==> src/rtl/bg_vram_arbiter.sv <==
// Single-port BG VRAM arbiter: display fetches and CPU accesses share one port, with starvation forcing for the CPU.
// Optional one-entry posted CPU write buffer is compiled in by defining BG_ARB_WBUF_EN.
module bg_vram_arbiter #(
    parameter int ADDR_W     = 11,
    parameter int DATA_W     = 9,
    parameter int STARVE_MAX = 15
) (
    input  logic              clk,
    input  logic              rst,
    input  logic              disp_req,
    input  logic [ADDR_W-1:0] disp_addr,
    output logic              disp_valid,
    output logic [DATA_W-1:0] disp_data,
    output logic              disp_miss,
    input  logic              cpu_req,
    input  logic              cpu_we,
    input  logic [ADDR_W-1:0] cpu_addr,
    input  logic [DATA_W-1:0] cpu_wdata,
    output logic              cpu_ack,
    output logic              cpu_rvalid,
    output logic [DATA_W-1:0] cpu_rdata,
    output logic [ADDR_W-1:0] ram_addr,
    output logic              ram_we,
    output logic [DATA_W-1:0] ram_din,
    input  logic [DATA_W-1:0] ram_dout
);

    localparam logic [1:0] OWN_IDLE   = 2'd0;
    localparam logic [1:0] OWN_DISP   = 2'd1;
    localparam logic [1:0] OWN_CPU_RD = 2'd2;
    localparam logic [1:0] OWN_CPU_WR = 2'd3;
    localparam logic [3:0] STARVE_LIM = 4'(STARVE_MAX);

    logic [1:0]        owner_reg, owner_next;
    logic [3:0]        starve_reg, starve_next;
    logic [ADDR_W-1:0] addr_hold_reg;
    logic [DATA_W-1:0] disp_data_reg, cpu_rdata_reg;
    logic              forced, grant_disp, grant_cpu, grant_drain, grant_we, port_busy;
    logic [ADDR_W-1:0] grant_addr;
    logic [DATA_W-1:0] grant_din;

`ifdef BG_ARB_WBUF_EN
    logic              wbuf_full_reg;
    logic [ADDR_W-1:0] wbuf_addr_reg;
    logic [DATA_W-1:0] wbuf_data_reg;
    logic              accept_wr;

    // Writes never touch the port directly; they are posted and drained later.
    // A forced slot with the buffer full is spent on the drain, which unblocks the CPU.
    always_comb begin
        accept_wr   = !rst && cpu_req && cpu_we && !wbuf_full_reg;
        forced      = !rst && cpu_req && !accept_wr && (starve_reg == STARVE_LIM);
        grant_disp  = !rst && disp_req && !forced;
        grant_drain = !rst && wbuf_full_reg && (forced || !disp_req);
        grant_cpu   = !rst && cpu_req && !cpu_we && !wbuf_full_reg && (forced || !disp_req);
        cpu_ack     = accept_wr || grant_cpu;
        grant_we    = grant_drain;
        grant_din   = wbuf_data_reg;
        grant_addr  = cpu_addr;
        if (grant_drain) begin
            grant_addr = wbuf_addr_reg;
        end else if (grant_disp) begin
            grant_addr = disp_addr;
        end
    end

    always_ff @(posedge clk) begin
        if (rst) begin
            wbuf_full_reg <= 1'b0;
            wbuf_addr_reg <= '0;
            wbuf_data_reg <= '0;
        end else if (accept_wr) begin
            wbuf_full_reg <= 1'b1;
            wbuf_addr_reg <= cpu_addr;
            wbuf_data_reg <= cpu_wdata;
        end else if (grant_drain) begin
            wbuf_full_reg <= 1'b0;
        end
    end
`else
    always_comb begin
        forced      = !rst && cpu_req && (starve_reg == STARVE_LIM);
        grant_disp  = !rst && disp_req && !forced;
        grant_cpu   = !rst && cpu_req && (forced || !disp_req);
        grant_drain = 1'b0;
        cpu_ack     = grant_cpu;
        grant_we    = grant_cpu && cpu_we;
        grant_din   = cpu_wdata;
        grant_addr  = grant_disp ? disp_addr : cpu_addr;
    end
`endif

    always_comb begin
        port_busy = grant_disp || grant_cpu || grant_drain;
        ram_addr  = rst ? '0 : (port_busy ? grant_addr : addr_hold_reg);
        ram_we    = grant_we;
        ram_din   = grant_din;
        disp_miss = forced && disp_req;

        owner_next = OWN_IDLE;
        if (grant_disp) begin
            owner_next = OWN_DISP;
        end else if (grant_drain) begin
            owner_next = OWN_CPU_WR;
        end else if (grant_cpu) begin
            owner_next = cpu_we ? OWN_CPU_WR : OWN_CPU_RD;
        end

        starve_next = starve_reg;
        if (cpu_ack || grant_drain) begin
            starve_next = 4'd0;
        end else if (cpu_req && starve_reg != 4'hF) begin
            starve_next = starve_reg + 4'd1;
        end

        // Read returns are gated by rst so a reset discards anything in flight.
        disp_valid = !rst && (owner_reg == OWN_DISP);
        cpu_rvalid = !rst && (owner_reg == OWN_CPU_RD);
        disp_data  = rst ? '0 : (disp_valid ? ram_dout : disp_data_reg);
        cpu_rdata  = rst ? '0 : (cpu_rvalid ? ram_dout : cpu_rdata_reg);
    end

    always_ff @(posedge clk) begin
        if (rst) begin
            owner_reg     <= OWN_IDLE;
            starve_reg    <= 4'd0;
            addr_hold_reg <= '0;
            disp_data_reg <= '0;
            cpu_rdata_reg <= '0;
        end else begin
            owner_reg  <= owner_next;
            starve_reg <= starve_next;
            if (port_busy) begin
                addr_hold_reg <= grant_addr;
            end
            if (disp_valid) begin
                disp_data_reg <= ram_dout;
            end
            if (cpu_rvalid) begin
                cpu_rdata_reg <= ram_dout;
            end
        end
    end

endmodule

==> config.mk <==
export PLATFORM = sky130hd
export DESIGN_NAME = bg_vram_arbiter
export DESIGN_NICKNAME = d
export VERILOG_FILES = /design/src/rtl/bg_vram_arbiter.sv
export SDC_FILE = /design/constraint.sdc
export NUM_CORES = 1
export LEC_CHECK = 0
export ABC_AREA = 1
export ABC_CLOCK_PERIOD_IN_PS = 1600
export BUFFER_PORTS_ARGS = -buffer_cell sky130_fd_sc_hd__buf_2
export CAP_MARGIN = 40
export CORE_ASPECT_RATIO = 2
export CORE_UTILIZATION = 34
export CTS_CLUSTER_DIAMETER = 60
export CTS_CLUSTER_SIZE = 16
export DETAILED_ROUTE_END_ITERATION = 10
export PLACE_DENSITY_LB_ADDON = 0.2
export SKIP_CTS_REPAIR_TIMING = 1
export SYNTH_ARGS = -nofsm -noshare
export SYNTH_HDL_FRONTEND = slang
export SYNTH_SLANG_ARGS = --single-unit
==> constraint.sdc <==
create_clock -name clk -period 1.6 [get_ports clk]
set_input_delay 0.32 -clock clk [delete_from_list [all_inputs] [get_ports clk]]
set_output_delay 0.32 -clock clk [all_outputs]
set_load 0.01 [all_outputs]
==> load_flow_metrics.sql <==
INSERT INTO impl_metrics (metric_group, metric, value, unit) VALUES
('status', 'run_status', 'complete, but fails checks', ''),
('status', 'failing_checks', 'negative setup slack', ''),
('drt', 'drt.antenna.violating_nets', '0', ''),
('yosys', 'register_bit_total_from_synthesis', '35', ''),
('die', 'die-width', '50.2', 'µm'),
('global_route', 'grt_usage', '0.172', ''),
('worst_setup_path', 'worst_ep_arrival_time', '1660', 'ps'),
('global_route', 'grt_pass1_vias', '1571', ''),
('final_layout', 'n_fill_cell', '455', ''),
('yosys', 'syn-mean-instance-area', '7.04', 'µm²'),
('global_route', 'globalRouteOverflowTotal', '0', ''),
('global_route', 'initial_antenna_violation_count', '0', ''),
('clock_network', 'numCtsBuffers', '5', ''),
('die', 'fp-row-count', '34', ''),
('placement', 'detailed_place_hpwl', '2.93', 'mm'),
('drt', 'finalWirelength', '4.32', 'mm'),
('final_layout', 'area_growth', '54.7', '%'),
('drt', 'drt_drc_violations_left', '0', ''),
('timing', 'worst_slew_pin_slew', '253', 'ps'),
('worst_setup_path', 'cp_slowest_stage_delay', '360', 'ps'),
('final_layout', 'seqCellArea', '706', 'µm²'),
('power', 'power.total', '2.02', 'mW'),
('global_route', 'first_pass_grt_wire_length', '6.47', 'mm'),
('die', 'die_area', '0.00493', 'mm²'),
('clock_network', 'cts-root-buf', 'sky130_fd_sc_hd__clkbuf_8', ''),
('final_layout', 'layout.cell_area.non_filler', '0.00244', 'mm²'),
('clock_network', 'max-clock-path-buffers', '2', ''),
('worst_setup_path', 'crit_slowest_cell', 'sky130_fd_sc_hd__dfxtp_2', ''),
('timing', 'hold_ws', '314', 'ps'),
('die', 'fp.dieH', '98.3', 'µm'),
('worst_setup_path', 'critPathCaptureType', 'output pin', ''),
('final_layout', 'largest_reg_flops', '11', ''),
('placement', 'place.port_buffers', '69', ''),
('worst_setup_path', 'critical_path_cell_by_cell', 'ha_4 -> nand3_4 -> nor2_4 -> nor2_2 -> buf_12 -> nor2_2 -> nor2_1 -> nor2_1 -> buf_2', ''),
('drt', 'route.detailed.vias_per_inst', '4.62', ''),
('final_layout', 'antenna-diode-count', '0', ''),
('power', 'power.static_leakage', '1.29', 'nW'),
('yosys', 'sequential_element_share_of_the_synthesized_area', '0.444', ''),
('die', 'num_io_pins', '88', ''),
('drt', 'first_pass_iters', '4', ''),
('timing', 'highest_attainable_clock_frequency', '505', 'MHz'),
('power', 'power_density', '828', 'mW/mm²'),
('hold_path', 'min-delay-path-class', 'in -> reg', ''),
('placement', 'dp.cells', '347', ''),
('timing', 'grt_setup_unrepaired', 'yes', ''),
('yosys', 'synth_cells', '224', ''),
('die', 'coreArea', '0.00438', 'mm²'),
('timing', 'post-route-worst-setup-slack', '-380', 'ps'),
('drt', 'detailedRoute.firstIterationViolations', '11', ''),
('worst_setup_path', 'worst_ep_required_time', '1280', 'ps'),
('timing', 'report.final.setup_viol', '30', ''),
('timing', 'final.setup_skew', '4.86', 'ps'),
('power', 'irDropWorstVdd', '0.834', 'mV'),
('timing', 'finalHoldViolations', '0', ''),
('worst_setup_path', 'critical_path.max_fanout', '11', ''),
('timing', 'report.final.slew_viol_count', '0', ''),
('timing', 'timing.slew.headroom', '0.831', ''),
('clock_network', 'clkTransAtPathRegs', '70', 'ps'),
('clock_network', 'tritoncts', 'done', ''),
('clock_network', 'ctsHtreeMaxLevel', '2', ''),
('final_layout', 'drive_above_1_share', '0.481', ''),
('run', 'max_cap_viol_count', '0', ''),
('final_layout', 'nNetsFinal', '366', ''),
('drt', 'route.vias.total', '1727', ''),
('yosys', 'number_of_library_cell_types_mapped_by_synthesis', '19', ''),
('yosys', 'synthesis.nets', '270', ''),
('die', 'start_util', '0.360', ''),
('worst_setup_path', 'timing.setup.critical_path_class', 'reg -> out', ''),
('final_layout', 'finish.cell_count_without_fillers', '374', ''),
('worst_setup_path', 'start_kind', 'flip-flop', ''),
('timing', 'fin_crit', '1980', 'ps'),
('placement', 'finalWeightedCongestion', '0.808', ''),
('global_route', 'grt_start_max_net_pins', '29', ''),
('clock_network', 'source_to_sink_clock_delay_at_the_later_pin_of_the_worst_skew_pair', '280', 'ps'),
('placement', 'dpl_worst_slack', '-132', 'ps'),
('final_layout', 'multi_input_area', '763', 'µm²'),
('drt', 'routed_wire_length_per_instance', '11.6', 'µm'),
('clock_network', 'numClockSinks', '35', ''),
('timing', 'min_period_over_period', '1.24', ''),
('placement', 'detailed_place.area', '0.00204', 'mm²'),
('yosys', 'cell_area_synth', '0.00158', 'mm²'),
('yosys', 'synth.yosys.warnings', '0', '');
cells in the final DEF (no fill, tap or decap), drive strengths merged:
cell    netlist  routed
o22ai         1       1
inv          28      28
clkinv        0       1
buf          19     107
ha            1       1
o21ai        28      28
clkbuf        0       7
or2           1       1
dfxtp        35      35
nand3        14      14
a21oi        17      17
nand2        24      24
nor2         53      53
nor3          3       3
cell usage after synthesis:
| cell | count | area share |
|---|---|---|
| sky130_fd_sc_hd__inv_1 | 25 | 0.059 |
| sky130_fd_sc_hd__o21ai_2 | 1 | 0.0056 |
| sky130_fd_sc_hd__a21oi_1 | 17 | 0.054 |
| sky130_fd_sc_hd__nor3_1 | 3 | 0.0095 |
| sky130_fd_sc_hd__nand2_1 | 22 | 0.052 |
| sky130_fd_sc_hd__o21ai_0 | 25 | 0.079 |
| sky130_fd_sc_hd__nor2_2 | 4 | 0.016 |
| sky130_fd_sc_hd__inv_2 | 3 | 0.0071 |
| sky130_fd_sc_hd__o22ai_1 | 1 | 0.0040 |
| sky130_fd_sc_hd__dfxtp_1 | 35 | 0.44 |
| sky130_fd_sc_hd__nor2_1 | 49 | 0.12 |
| sky130_fd_sc_hd__nand3_1 | 14 | 0.044 |
| sky130_fd_sc_hd__ha_1 | 1 | 0.0079 |
| sky130_fd_sc_hd__nand2_2 | 2 | 0.0079 |
| sky130_fd_sc_hd__buf_4 | 11 | 0.052 |
| sky130_fd_sc_hd__o21ai_1 | 2 | 0.0063 |
| sky130_fd_sc_hd__buf_6 | 1 | 0.0071 |
| sky130_fd_sc_hd__buf_2 | 7 | 0.022 |
| sky130_fd_sc_hd__or2_2 | 1 | 0.0040 |
cell families after synthesis:
family	synth area share
simple gates	0.251
compound gates	0.149
fa+ha+maj	0.00793
buf+inv	0.148
flops	0.444
power breakdown:
part           switching, mW  internal (mW)
Combinational          0.225          0.209
Clock                  0.302          0.337
Sequential            0.0172          0.930
layout make-up:
class / count / area share
Clock inverter: 1 / 0.00205
Tap cell: 54 / 0.0277
Sequential cell: 35 / 0.289
Inverter: 28 / 0.0461
Multi-Input combinational cell: 142 / 0.313
Clock buffer: 6 / 0.0338
Timing Repair Buffer: 108 / 0.289
stage by stage:
stage,util,TNS (ps)
5_1_grt,0.557,-7720
3_3_place_gp,0.466,-771
6_report,0.557,-4800
3_5_place_dp,0.466,-958
2_1_floorplan,-,0
4_1_cts,0.486,-5830
per-layer routing:
metal,routed length [µm],vias up,part of all wire,GRT usage
li1,-,884,-,-
met1,1540,769,0.36,0.154
met2,2430,59,0.56,0.328
met3,203,15,0.047,0.0374
met4,143,0,0.033,0.101
met5,0,-,0,0
worst paths after layout:
| check | slack (ps) | cells after the start | start | end |
|---|---|---|---|---|
| max reg2reg | 20 | 9 | starve_reg[1] | starve_reg[2] |
| max | -380 | 9 | starve_reg[1] | ram_addr[3] |
| min reg2reg | 460 | 2 | cpu_rdata_reg[7] | cpu_rdata_reg[7] |
| min | 310 | 3 | ram_dout[8] | disp_data_reg[8] |
worst max-delay path: cells and delay by family, from the launching register on:
| kind | cells | cell delay (ps) |
|---|---|---|
| and+or+nand+nor | 6 | 550 |
| buffers and inverters | 2 | 300 |
| adders and majority gates | 1 | 160 |
| DFF | 1 | 360 |
No activity file was read; power rests on OpenSTA's default activity.
